**src/rtl/first_counter_pkg.sv**
```systemverilog
// Shared constants for the first_counter event/cycle counter.
// Holds the default counter width and a helper that gives the largest
// value a counter of a given width can hold before it wraps.
package first_counter_pkg;

    // Default counter width; at 4 bits the counter wraps after 15.
    localparam int DEFAULT_WIDTH = 4;

    // Largest count representable in 'width' bits (2^width - 1).
    function automatic int unsigned max_count(input int unsigned width);
        return (32'd1 << width) - 32'd1;
    endfunction

endpackage : first_counter_pkg

```
**src/rtl/first_counter.sv**
```systemverilog
// first_counter: free-running up-counter with count enable and a sticky
// overflow flag that records that the count has wrapped at least once.
// Optional build macro FIRST_COUNTER_WRAP_PULSE_EN adds a registered
// wrap_pulse output that is high for the single cycle after each wrap.
// All outputs come straight from registers; reset is async, active-high.
module first_counter
    import first_counter_pkg::*;
#(
    parameter int WIDTH = DEFAULT_WIDTH
) (
    input  logic             clk,
    input  logic             reset,
    input  logic             enable,
    output logic [WIDTH-1:0] counter_out,
    output logic             overflow_out
`ifdef FIRST_COUNTER_WRAP_PULSE_EN
    ,
    output logic             wrap_pulse
`endif
);

    localparam logic [WIDTH-1:0] MAX_COUNT = WIDTH'(max_count(WIDTH));

    logic wrap;

    // A wrap happens on an enabled edge while the count sits at its maximum.
    assign wrap = enable && (counter_out == MAX_COUNT);

    // Count register: advances modulo 2^WIDTH on enabled edges, holds otherwise.
    always_ff @(posedge clk or posedge reset) begin
        if (reset) begin
            counter_out <= '0;
        end else if (enable) begin
            counter_out <= counter_out + 1'b1;
        end
    end

    // Sticky flag: set on the first wrap and held until the next reset.
    always_ff @(posedge clk or posedge reset) begin
        if (reset) begin
            overflow_out <= 1'b0;
        end else if (wrap) begin
            overflow_out <= 1'b1;
        end
    end

`ifdef FIRST_COUNTER_WRAP_PULSE_EN
    // One-cycle marker for every wrap edge, including those after the first.
    always_ff @(posedge clk or posedge reset) begin
        if (reset) begin
            wrap_pulse <= 1'b0;
        end else begin
            wrap_pulse <= wrap;
        end
    end
`endif

endmodule : first_counter

```
**config.mk**
```make
export PLATFORM = sky130hd
export DESIGN_NAME = first_counter
export DESIGN_NICKNAME = d
export VERILOG_FILES = /design/src/rtl/first_counter_pkg.sv /design/src/rtl/first_counter.sv
export SDC_FILE = /design/constraint.sdc
export NUM_CORES = 1
export LEC_CHECK = 0
export CORE_AREA = 2 2 39 41
export CTS_CLUSTER_DIAMETER = 60
export DETAILED_ROUTE_END_ITERATION = 12
export DIE_AREA = 0 0 41 43
export PLACE_DENSITY = 0.44
export SETUP_SLACK_MARGIN = 0.5
export SLEW_MARGIN = 20
export SYNTH_ARGS = -nofsm -noshare
export SYNTH_HDL_FRONTEND = slang
export SYNTH_SLANG_ARGS = --single-unit
```
**constraint.sdc**
```tcl
create_clock -name clk -period 1.5 [get_ports clk]
set_input_delay 0.375 -clock clk [delete_from_list [all_inputs] [get_ports clk]]
set_output_delay 0.375 -clock clk [all_outputs]
set_load 0.01 [all_outputs]
```
After elaboration in Yosys (flattened, before gate mapping)
Index checks and enable logic that the tools add are counted.
Storage, ports and cells
  bits of input ports: 3
  output and inout port bits: 5
  register bits: 5
Cells by class
  add/subtract/negate cells: 1
  equal/unequal tests: 1
  reduce and logical (&&, ||, !) cells: 1
Operators by type and width (count)
  4-bit by 1-bit adder with 4-bit output, second input constant: 1
  4-bit == test, second input constant: 1
  1-bit logical AND: 1

Logic depth before layout (Yosys ltp)
  depth in word-level cells: 2
  depth in mapped cells: 3

Worst setup path after synthesis
OpenSTA, ideal clock, no wires.
  kind: register -> register
  start: register counter_out[0]
  end: register counter_out[1]
  path slack: 0.410 ns
  buffers on the path: 0
  stages on the path, launching flop included: 3
  arrival: 0.965 ns
  setup time: 0.125 ns
  period minus slack after synthesis: 1.090 ns
  data required time: 1.375 ns
  cells stage by stage: dfrtp_1 > ha_1 > mux2_2
Between the ends
  longest elaborated chain between the ends: 1
RTL lines
  start: declaration: RTL line first_counter.sv:14  | output logic [WIDTH-1:0] counter_out,
  start signal: assignment: RTL line first_counter.sv:34  | counter_out <= counter_out + 1'b1;
  4-bit by 1-bit adder with 4-bit output: RTL line first_counter.sv:34
Every way passes these cells.
A chain may end at the register's enable or synchronous reset.

Worst setup path after layout
  start: register counter_out[0]
  end: output counter_out[0]
No word-level cell between the ends.

==> impl_metrics.env <==
export IMPL_pwr_share_comb=0.560
export IMPL_ff2ff_path_depth=3
export IMPL_layout_drive_gt1_share=0.576
export IMPL_finalClockSkew_ns=0.00650
export IMPL_post_route_min_period_ns=1.16
export IMPL_netlist_area_um2=200
export IMPL_syn2layout_area_growth_pct=93.1
export IMPL_root_buffer="clkbuf_4"
export IMPL_finalSetupTns_ns=0
export IMPL_floorplan_core_area_um2=1380
export IMPL_layout_common_cells="buf_4, dfrtp_1, buf_6"
export IMPL_ys_types=9
export IMPL_vias_per_cell=3.63
export IMPL_first_pass_iters=2
export IMPL_grt_max_degree=6
export IMPL_wirelength_um=459
export IMPL_via_count=178
export IMPL_synth_nets=18
export IMPL_fillCellCount=147
export IMPL_grt_pass1_vias=188
export IMPL_power_frac_clock=0.164
export IMPL_cpLargestDelayFamily="flip-flops"
export IMPL_grt_pass1_wl_um=828
export IMPL_nNetsFinal=38
export IMPL_max_freq_mhz=860
export IMPL_p_per_area_nw_per_um2=2390
export IMPL_crit_cells=1
export IMPL_worstHoldPathType="input port to async pin"
export IMPL_wl_per_cell_um=9.37
export IMPL_fp_dieW_um=41
export IMPL_cp_arrival_ns=0.79
export IMPL_gp_congestion=0.593
export IMPL_final_setup_viol_count=0
export IMPL_ir_drop_mv=0.706
export IMPL_start_util=0.145
export IMPL_cts_tree="built"
export IMPL_htree_levels=1
export IMPL_maxCapViolCount=0
export IMPL_dieArea_um2=1760
export IMPL_numCtsBuffers=3
export IMPL_synth_seq_cells=5
export IMPL_synth_cells=14
export IMPL_p_int_uw=637
export IMPL_first_iter_violations=3
export IMPL_outcome="completed"
export IMPL_postCtsHoldBufs=0
export IMPL_seqPwrFrac=0.276
export IMPL_cpPeakStageDelay_ns=0.40
export IMPL_slowest_stage="dfrtp_1"
export IMPL_antenna_found_initial=0
export IMPL_power_switching_uw=286
export IMPL_ios=8
export IMPL_grt_ovfl_total=0
export IMPL_fin_crit_sh=0.775
export IMPL_post_dp_cell_area_um2=290
export IMPL_p_leak_nw=0.184
export IMPL_clockBufferDepth=2
export IMPL_worstMarginPinSlew_ns=0.217
export IMPL_clkTransAtPathRegs_ns=0.05
export IMPL_hold_viol=0
export IMPL_finalPower_uw=923
export IMPL_grtUsageTotal=0.0796
export IMPL_n_antenna_cell=0
export IMPL_ys_seq_area_frac=0.625
export IMPL_worst_setup_path_start_kind="flip-flop"
export IMPL_drcViolationCount=0
export IMPL_clk_latency_ns=0.24
export IMPL_cp_max_fo=2
export IMPL_path_cells="buf_2"
export IMPL_clock_sinks=5
export IMPL_ant_nets=0
export IMPL_synth_yosys_warnings=0
export IMPL_slew_headroom=0.855
export IMPL_avgSynthCellArea_um2=14.3
export IMPL_rsz0062_at_grt="yes"
export IMPL_io_buffers=7
export IMPL_path_buf_inv=1
export IMPL_stdcell_area_um2=387
export IMPL_final_common_cell="buf_4"
export IMPL_worstPathRequired_ns=1.12
export IMPL_num_rows=14
export IMPL_cp_end_kind="output pin"
export IMPL_setup_worst_path_class="flip-flop to output pin"
export IMPL_holdWs_ns=0.352
export IMPL_slew_violations=0
export IMPL_die_h_um=43
export IMPL_switching_share=0.310
cells in the mapped netlist:
master,number,share of area
a41o_2,1,0.056
dfrtp_1,5,0.63
ha_1,1,0.062
inv_1,1,0.019
mux2_2,1,0.056
nand2_1,1,0.019
nand4_1,1,0.031
xnor2_1,2,0.088
xor2_1,1,0.044
logic make-up after synthesis:
group,share of synthesized area
DFF,0.625
xor gates and xnor gates,0.131
and+or+nand+nor,0.0500
AOI/OAI and AO/OA,0.0562
buffers and inverters,0.0187
muxes,0.0562
adders and majority gates,0.0625
path summary, 6_finish.rpt:
check / slack [ns] / endpoint / start
hold reg to reg: 0.55 / counter_out[3] / counter_out[3]
max in group asynchronous: 0.97 / counter_out[2] / reset
setup reg to reg: 0.39 / counter_out[1] / counter_out[1]
hold / removal: 0.35 / overflow_out / reset
min in group clk: 0.55 / counter_out[3] / counter_out[3]
setup / recovery: 0.34 / counter_out[0] / counter_out[0]
power groups by stage:
stage,registers [mW],logic (mW),clock network (mW)
finish,0.254,0.517,0.152
detailed placement,0.278,0.298,0
floorplan,0.302,0.101,0
global placement,0.278,0.291,0
global route,0.264,0.576,0.176
CTS,0.247,0.443,0.159
sequential cells by signal, indices dropped and copies added (netlist names):
| register | count |
|---|---|
| counter_out | 4 |
| overflow_out | 1 |
final cells by class:
| type | count | area (um2) | area share |
|---|---|---|---|
| multi-input cells | 8 | 87.6 | 0.227 |
| inverters | 1 | 3.75 | 0.00971 |
| clock buffers | 4 | 26.3 | 0.0680 |
| repair buffers | 15 | 124 | 0.320 |
| well taps | 16 | 20.0 | 0.0518 |
| flip-flops and latches | 5 | 125 | 0.324 |
metrics by stage:
stage / utilization / worst slack, ns / std cells
final: 0.279 / 0.337 / 49
after floorplan: - / 0.424 / 14
after global routing: 0.279 / 0.300 / 49
after global placement: 0.210 / 0.0788 / 37
after CTS: 0.259 / 0.338 / 47
after detailed placement: 0.210 / 0.0699 / 37
layer usage:
metal	track usage	vias to the layer above	part of all wire
li1	-	87	-
met1	0.0909	83	0.49
met2	0.0938	8	0.40
met3	0.0628	0	0.10
met4	0.0600	0	0
met5	0	-	0
repair_timing:
item                       CTS  global route
resized for setup           25             2
buffers inserted             6             2
pin swaps                    1             0
setup endpoints to repair    9             8
Note: power is estimated with default switching activity, not from simulation.
